[config.mk]
export PLATFORM = sky130hd
export DESIGN_NAME = store_buffer_fifo
export DESIGN_NICKNAME = d
export VERILOG_FILES = /design/src/rtl/store_buffer_fifo.sv
export SDC_FILE = /design/constraint.sdc
export NUM_CORES = 1
export LEC_CHECK = 0
export BUFFER_PORTS_ARGS = -buffer_cell sky130_fd_sc_hd__buf_2
export CAP_MARGIN = 20
export CELL_PAD_IN_SITES_DETAIL_PLACEMENT = 1
export CELL_PAD_IN_SITES_GLOBAL_PLACEMENT = 2
export CORE_ASPECT_RATIO = 1.5
export CORE_MARGIN = 4
export CORE_UTILIZATION = 45
export CTS_CLUSTER_DIAMETER = 200
export CTS_CLUSTER_SIZE = 28
export DETAILED_ROUTE_END_ITERATION = 7
export PLACE_DENSITY_LB_ADDON = 0.3
export SLEW_MARGIN = 20
export SYNTH_ARGS = -nofsm -noshare
export SYNTH_HDL_FRONTEND = slang
export SYNTH_SLANG_ARGS = --single-unit
[constraint.sdc]
create_clock -name clk -period 13.5 [get_ports clk]
set_input_delay 0.675 -clock clk [delete_from_list [all_inputs] [get_ports clk]]
set_output_delay 0.675 -clock clk [all_outputs]
set_load 0.05 [all_outputs]
[src/rtl/store_buffer_fifo.sv]
// rtl/store_buffer_fifo.sv - DEPTH-entry in-order store buffer between the CPU data port and the dcache
module store_buffer_fifo #(
    parameter int DEPTH  = 4,
    parameter bit FWD_EN = 1'b1,
    parameter int CNT_W  = $clog2(DEPTH) + 1
) (
    input  logic             clk,
    input  logic             resetn,
    input  logic             cpu_data_req,
    input  logic             cpu_data_wr,
    input  logic [1:0]       cpu_data_size,
    input  logic [31:0]      cpu_data_addr,
    input  logic [31:0]      cpu_data_wdata,
    input  logic [3:0]       cpu_data_wstrb,
    output logic [31:0]      cpu_data_rdata,
    output logic             cpu_data_addr_ok,
    output logic             cpu_data_data_ok,
    output logic             dcache_data_req,
    output logic             dcache_data_wr,
    output logic [1:0]       dcache_data_size,
    output logic [31:0]      dcache_data_addr,
    output logic [31:0]      dcache_data_wdata,
    output logic [3:0]       dcache_data_wstrb,
    input  logic [31:0]      dcache_data_rdata,
    input  logic             dcache_data_addr_ok,
    input  logic             dcache_data_data_ok,
    output logic             sb_empty,
    output logic [CNT_W-1:0] sb_count
);
    localparam int PTR_W = $clog2(DEPTH);

    typedef enum logic [1:0] {IDLE, WAIT_ST, WAIT_LD} state_t;

    state_t           state, state_next;
    logic [31:0]      ent_addr  [DEPTH];
    logic [1:0]       ent_size  [DEPTH];
    logic [31:0]      ent_wdata [DEPTH];
    logic [3:0]       ent_wstrb [DEPTH];
    logic [DEPTH-1:0] ent_valid;
    logic [PTR_W-1:0] head, tail;
    logic [CNT_W-1:0] count, count_next;
    logic             empty_q;
    logic             resp_q;
    logic [31:0]      rdata_q;

    logic             hit;
    logic [PTR_W-1:0] young, idx;
    logic             st_req, ld_req, full;
    logic             st_accept, fwd, ld_issue;
    logic             pop, ld_done;
    logic             dc_req, dc_wr;
    logic [1:0]       dc_size;
    logic [31:0]      dc_addr, dc_wdata;
    logic [3:0]       dc_wstrb;

    // Walk oldest to youngest so the last match wins; the draining head entry is included.
    always_comb begin
        hit   = 1'b0;
        young = '0;
        idx   = '0;
        for (int k = 0; k < DEPTH; k++) begin
            idx = head + PTR_W'(k);
            if (ent_valid[idx] && (ent_addr[idx][31:2] == cpu_data_addr[31:2])) begin
                hit   = 1'b1;
                young = idx;
            end
        end
    end

    assign st_req    = cpu_data_req & cpu_data_wr;
    assign ld_req    = cpu_data_req & ~cpu_data_wr;
    assign full      = (count == CNT_W'(DEPTH));
    assign st_accept = st_req && !full && (state != WAIT_LD);
    assign fwd       = ld_req && hit && FWD_EN && (ent_wstrb[young] == 4'hF) && (state != WAIT_LD);
    assign ld_issue  = ld_req && !hit && (state == IDLE);

    always_comb begin
        state_next = state;
        dc_req     = 1'b0;
        dc_wr      = 1'b0;
        dc_size    = 2'd0;
        dc_addr    = '0;
        dc_wdata   = '0;
        dc_wstrb   = '0;
        pop        = 1'b0;
        ld_done    = 1'b0;
        case (state)
            IDLE: begin
                if (ld_issue) begin
                    dc_req  = 1'b1;
                    dc_size = cpu_data_size;
                    dc_addr = cpu_data_addr;
                    if (dcache_data_addr_ok) state_next = WAIT_LD;
                end else if (ent_valid[head]) begin
                    dc_req   = 1'b1;
                    dc_wr    = 1'b1;
                    dc_size  = ent_size[head];
                    dc_addr  = ent_addr[head];
                    dc_wdata = ent_wdata[head];
                    dc_wstrb = ent_wstrb[head];
                    if (dcache_data_addr_ok) state_next = WAIT_ST;
                end
            end
            WAIT_ST: begin
                if (dcache_data_data_ok) begin
                    pop        = 1'b1;
                    state_next = IDLE;
                end
            end
            WAIT_LD: begin
                if (dcache_data_data_ok) begin
                    ld_done    = 1'b1;
                    state_next = IDLE;
                end
            end
            default: state_next = IDLE;
        endcase
    end

    always_comb begin
        count_next = count;
        case ({st_accept, pop})
            2'b10:   count_next = count + CNT_W'(1);
            2'b01:   count_next = count - CNT_W'(1);
            default: count_next = count;
        endcase
    end

    always_ff @(posedge clk or negedge resetn) begin
        if (!resetn) begin
            state     <= IDLE;
            head      <= '0;
            tail      <= '0;
            count     <= '0;
            empty_q   <= 1'b1;
            ent_valid <= '0;
            resp_q    <= 1'b0;
            rdata_q   <= '0;
        end else begin
            state   <= state_next;
            count   <= count_next;
            empty_q <= (count_next == '0);
            resp_q  <= st_accept | fwd;
            rdata_q <= fwd ? ent_wdata[young] : '0;
            if (st_accept) begin
                ent_valid[tail] <= 1'b1;
                tail            <= tail + PTR_W'(1);
            end
            if (pop) begin
                ent_valid[head] <= 1'b0;
                head            <= head + PTR_W'(1);
            end
        end
    end

    always_ff @(posedge clk) begin
        if (st_accept) begin
            ent_addr[tail]  <= cpu_data_addr;
            ent_size[tail]  <= cpu_data_size;
            ent_wdata[tail] <= cpu_data_wdata;
            ent_wstrb[tail] <= cpu_data_wstrb;
        end
    end

    // Combinational outputs are forced low while reset is held.
    assign cpu_data_addr_ok  = resetn & (st_accept | fwd | (ld_issue & dcache_data_addr_ok));
    assign cpu_data_data_ok  = resetn & (resp_q | ld_done);
    assign cpu_data_rdata    = !resetn ? '0 : (ld_done ? dcache_data_rdata : rdata_q);
    assign dcache_data_req   = resetn & dc_req;
    assign dcache_data_wr    = resetn & dc_wr;
    assign dcache_data_size  = resetn ? dc_size : 2'd0;
    assign dcache_data_addr  = resetn ? dc_addr : '0;
    assign dcache_data_wdata = resetn ? dc_wdata : '0;
    assign dcache_data_wstrb = resetn ? dc_wstrb : '0;
    assign sb_count          = count;
    assign sb_empty          = empty_q;

endmodule

# Yosys cells after proc, flatten, opt, wreduce, memory -nomap -nowiden

Memory sizes are Yosys's and may differ from the RTL's.
Index checks and enable logic that the tools add are counted.

Add/sub/neg operators: 6
Magnitude comparators: 7
Equality and inequality tests: 15
Muxes and demuxes: 58
Bitwise gates (word level): 14
Reductions and logical operators: 19

Operator list:

| operator              | number |
|---|---|
| $mux W32              | 11 |
| $eq A30 B30 Y1        | 4 |
| $mux W2               | 13 |
| $mux W4               | 6 |
| $mux W1               | 20 |
| $lt A2 B3 Y1 const B  | 5 |
| $logic_and A1 B1 Y1   | 13 |
| $bmux W1 S2           | 4 |
| $and A1 B1 Y1         | 7 |
| $ne A3 B3 Y1 const B  | 2 |
| $pmux W3 S2           | 1 |
| $add A2 B1 Y2 const B | 2 |
| $add A2 B2 Y2 const B | 2 |
| $and A4 B4 Y4         | 1 |
| $demux W1 S2          | 2 |
| $eq A2 B1 Y1 const B  | 2 |
| $eq A2 B2 Y1 const B  | 2 |
| $eq A4 B4 Y1 const B  | 1 |
| $ge A2 B1 Y1 const B  | 2 |
| $not A4 Y4            | 1 |
| $or A4 B4 Y4          | 1 |
| $pmux W2 S2           | 1 |
| $reduce_and A4 Y1     | 1 |
| $add A3 B1 Y3 const B | 1 |
| other kinds (11)      | 14 |

Register bits: 47
Bits in writable memories: 280
Bits of input ports: 108
Logic and storage cells: 131
Memories kept: 4

Memories:

| memory    | depth | width | rd ports | clocked after memory_dff | write ports | RTL line | RTL |
|---|---|---|---|---|---|---|---|
| ent_addr  | 4     | 32    | 4        | 0                        | 1           | 35       | `logic [31:0] ent_addr [DEPTH];` |
| ent_wdata | 4     | 32    | 2        | 0                        | 1           | 37       | `logic [31:0] ent_wdata [DEPTH];` |
| ent_wstrb | 4     | 4     | 2        | 0                        | 1           | 38       | `logic [3:0] ent_wstrb [DEPTH];` |
| ent_size  | 4     | 2     | 1        | 0                        | 1           | 36       | `logic [1:0] ent_size [DEPTH];` |

# Longest topological paths before layout

An unclocked memory read counts as a cell.

Depth after elaboration: 14
Mapped depth: 29

# Least setup slack after synthesis

OpenSTA, ideal clock, no wires.

Path type: reg-to-output
From: reg head[0]
To: out dcache_data_addr[11]
Arrival time: 6,163 ps
Slack: 6,662 ps
Stages on the path, launching flop included: 25
Buffers on the path: 12
Path through: dfrtp_1 -> buf_6 -> buf_12 -> buf_8 -> buf_8 -> clkinv_1 -> buf_2 -> buf_2 -> clkbuf_1 -> buf_1 -> ha_1 -> buf_6 -> buf_12 -> buf_12 -> buf_12 -> mux4_2 -> xnor2_1 -> nand4_1 -> nor4b_1 -> nand2_1 -> nor4_1 -> and4bb_1 -> and3_1 -> or3_4 -> o21ai_0

RTL lines:

| what                                          | RTL line | RTL |
|---|---|---|
| start: declaration                            | 40       | `logic [PTR_W-1:0] head, tail;` |
| start signal: assignment                      | 151      | `head <= head + PTR_W'(1);` |
| $add A2 B2 Y2 *                               | 62       | `idx = head + PTR_W'(k);` |
| named net idx[0]                              | 47       | `logic [PTR_W-1:0] young, idx;` |
| $mem_v2 Z4 W32 or $bmux W1 S2 (tied branches) | --       |  |
| $eq A30 B30 Y1 or $mux W1 (tied branches)     | 63       | `if (ent_valid[idx] && (ent_addr[idx][31:2] == cpu_data_addr[31:2])) begin` |
| $logic_and A1 B1 Y1 *                         | 63       |  |
| $mux W1 *                                     | 63       |  |
| $logic_not A1 Y1 *                            | 75       | `assign ld_issue = ld_req && !hit && (state == IDLE);` |
| $logic_and A1 B1 Y1 * (2 in a row)            | 75       |  |
| $mux W32 *                                    | 89       | `if (ld_issue) begin` |
| $mux W32 *                                    | 87       | `case (state)` |
| $mux W32 *                                    | 172      | `assign dcache_data_addr = resetn ? dc_addr : '0;` |
| end: declaration                              | 21       | `output logic [31:0] dcache_data_addr,` |

Mark *: on every way through the listed nets, which the timed path passes. The rest lies on a longest branch. The select of a mux whose other input is x is not followed.

# Final worst setup path

From: reg head[1]
To: out dcache_data_addr[6]

Word-level cells in the longest chain between the ends: 13

RTL lines:

| what                                           | RTL line |
|---|---|
| $add A2 B1 Y2, or another cell as far along    | 62 |
| $mem_v2 Z4 W32, or another cell as far along   | -- |
| $eq A30 B30 Y1, or another cell as far along   | 63 |
| $logic_and A1 B1 Y1 or $mux W1 (tied branches) | 63 |
| $mux W1 (3 in a row)                           | 63 |
| $logic_not A1 Y1                               | 75 |
| $logic_and A1 B1 Y1 (2 in a row)               | 75 |
| $mux W32 *                                     | 89 |
| $mux W32 *                                     | 87 |
| $mux W32 *                                     | 172 |

Mark *: on every way between the ends. The rest lies on a longest branch, timed or not. The select of a mux whose other input is x is not followed.

==> results_dict.tcl <==
set metrics [dict create \
    drtAntennaViolNets 0 \
    wl_mm 66.6 \
    drv_slew 0 \
    met1_usage_pct 31.1 \
    setup_viol 0 \
    grt_max_degree 67 \
    grt.busiest_layer "met2" \
    synth_cells 1514 \
    power_density_mw_per_mm2 207 \
    synth_top_area_cell "edfxtp_1" \
    yosysTopAreaCellShare_pct 41.7 \
    finalNonFillerCells 2232 \
    grt_overflow 0 \
    grt_pass1_wl_mm 99.0 \
    hold_path_class "primary input to asynchronous set/reset pin" \
    synthDistinctLibCells 88 \
    first_global_vias 15200 \
    yosys_warnings 0 \
    die_h_um 267 \
    area_growth_pct 8.30 \
    slew_headroom_pct 28.7 \
    finalHoldViolCount 0 \
    dp_hpwl_mm 48.5 \
    grt_util_met2_pct 49.6 \
    async_flop_share_pct 14.4 \
    drtIter0Drc 1004 \
    ys_seq_elements 327 \
    clock-sinks 327 \
    synth-edff-count 280 \
    grt_util_all_layers_pct 26.9 \
    yosysSeqAreaShare_pct 47.6 \
    hold_buffers 0 \
    clock.fmax_mhz 111 \
    start_kind "register" \
    dr.pass1.iters 5 \
    p_leak_nw 7.87 \
    num_rows 94 \
    rsz0062_at_grt "no" \
    crit_path_end_kind "primary output" \
    fin_tns_setup_ps 0 \
    chipWidth_um 181 \
    ctsResizeCount 0 \
    cts_max_level 1 \
    coreArea_mm2 0.0441 \
    met3_usage_pct 3.67 \
    post_cts_buffers 0 \
    io_pins 218 \
    fin_nets 1768 \
    period_needed_ps 9000 \
    crit_type "register to primary output" \
    gp_congestion 0.990 \
    critPathArrivalTime_ps 8320 \
    root_buffer "clkbuf_16" \
    required_ps 12820 \
    avgSynthCellArea_um2 13.3 \
    run_status "finished clean" \
    fin_worst_skew_ps 44.1 \
    clockBufferDepth 3 \
    dominantRegCellSynth "edfxtp_1" \
    dp_cells 2206 \
    die_area_mm2 0.0483 \
    synth.net_count 1635 \
    fin_crit_sh_pct 66.7 \
    wire_per_inst_um 29.8 \
    worst_pin_slew_ps 1070 \
    maxCapViolations 0 \
    path_clk_slew_ps 110 \
    antenna_found_initial 5 \
    cts_tree "built" \
    numCtsBuffers 15 \
    path_max_fanout 51 \
    num_vias 14200 \
    vias_per_cell 6.36 \
    irDropWorstVdd_mv 0.141 \
    port_buffers 217 \
    synth.cell_area_mm2 0.0201 \
    synth_area_leaders "edfxtp_1, mux4_2, mux2i_1" \
    start_util_pct 45.7 \
    clock_latency_ps 540 \
    drc 0 \
    drive_gt1_share_pct 29.3 \
]
-- worst paths after layout --
check	startpoint	end	slack, ps	depth (start not counted)
worst max-delay path	head[1]$_DFFE_PN0P_	dcache_data_addr[6]	4500	18
worst min-delay path	resetn	sb_count[0]$_DFF_PN0_	110	1
worst max register to register	head[1]$_DFFE_PN0P_	rdata_q[4]$_DFF_PN0_	6170	15
worst min register to register	sb_count[0]$_DFF_PN0_	sb_count[0]$_DFF_PN0_	550	1
max in group asynchronous	resetn	rdata_q[9]$_DFF_PN0_	12400	2
min in group clk	cpu_data_wdata[24]	ent_wdata[3][24]$_DFFE_PP_	360	1
-- layout by cell type (no fill, tap or decap), drive strengths merged, types with 10 or more instances in the layout --
master / count
a22o: 29
nand4: 22
buf: 237
inv: 26
mux4: 125
a211oi: 37
o22ai: 13
clkbuf: 24
nor2: 59
mux2: 51
nand3: 12
a21oi: 19
nor3: 18
nor4: 15
nand2b: 13
dfrtp: 46
ha: 12
edfxtp: 280
o21ai: 22
a21boi: 33
xor2: 10
mux2i: 118
and2: 54
nand2: 133
xnor2: 90
-- cells by family after synthesis --
family          Yosys count  synth area share, %
compound gates          240                 9.88
mux                     294                 22.8
xor+xnor                100                 4.35
flops                   327                 47.6
buf+inv                 147                 4.25
simple gates            393                 10.3
fa+ha+maj                13                0.845
-- area by class of cell --
cell class,count,area [µm²]
repair buffers,237,1240
inverters,26,97.6
well taps,576,721
multi-input cells,1040,9740
clock buffers,24,409
diodes,1,2.50
flip-flops and latches,327,9590
clock inverters,1,11.3
fillers,4556,22300
-- critical path: stages (launching register included) --
cell,delay [ps]
dfrtp_4,900
inv_1,300
ha_4,730
buf_4,540
buf_4,550
mux4_2,400
xnor2_1,230
nand4_1,130
nor4b_1,660
nand2_1,300
nor4_1,480
and4bb_1,280
and3_1,330
or3_4,450
inv_2,290
buf_4,540
o211ai_1,180
nand2_1,110
buf_2,270
-- synth_stat cells (all sizes together) (4+ instances only) --
cell type,count
xor2,10
nand2b,13
nor2,59
o22ai,13
o211ai,5
mux2,51
mux2i,118
ha,12
xnor2,90
and2,54
a2111oi,7
o21ai,22
a2bb2oi,6
nand4,22
buf,75
nor3,18
a221oi,5
mux4,125
o2111ai,6
nor4,15
nor4b,7
dfrtp,46
a211oi,37
a32o,9
clkbuf,46
nand2,133
or2,5
nand3,12
nor3b,5
nor2b,9
and3,8
a21boi,33
a21oi,19
a221o,4
inv,25
or3,6
nand4b,6
and4,6
a22o,29
o32ai,5
edfxtp,280
o2bb2ai,6
-- per-stage QoR --
step           util, %  hold WS (ps)  setup WS, ps  total power, mW  area, µm²
2_1_floorplan        -           379          6660             3.32      20100
3_3_place_gp      48.5           526          5280             3.97      21400
3_5_place_dp      48.5           537          5100             3.99      21400
4_1_cts           49.5           112          4490             4.53      21800
5_1_grt           49.5           119          4030             4.70      21800
6_report          49.5           111          4500             4.51      21800
-- where the power goes --
group | internal, mW | switching, mW | total [mW]
clock | 0.215 | 0.320 | 0.535
combinational | 1.01 | 1.63 | 2.64
sequential | 1.22 | 0.113 | 1.33
total | 2.44 | 2.07 | 4.51
-- registers in the layout (all words and copies together) (netlist names) --
register,flops
state,2
rdata_q,32
sb_count,3
ent_wdata,128
sb_empty,1
ent_valid,4
ent_size,8
head,2
tail,2
ent_wstrb,16
ent_addr,128
resp_q,1
-- metal layers --
metal | share of wire, % | wire, µm
met5 | 0.062 | 41
met4 | 5.4 | 3600
met3 | 4.9 | 3290
met2 | 53 | 35200
met1 | 37 | 24500
(Power assumes the default switching activity.)
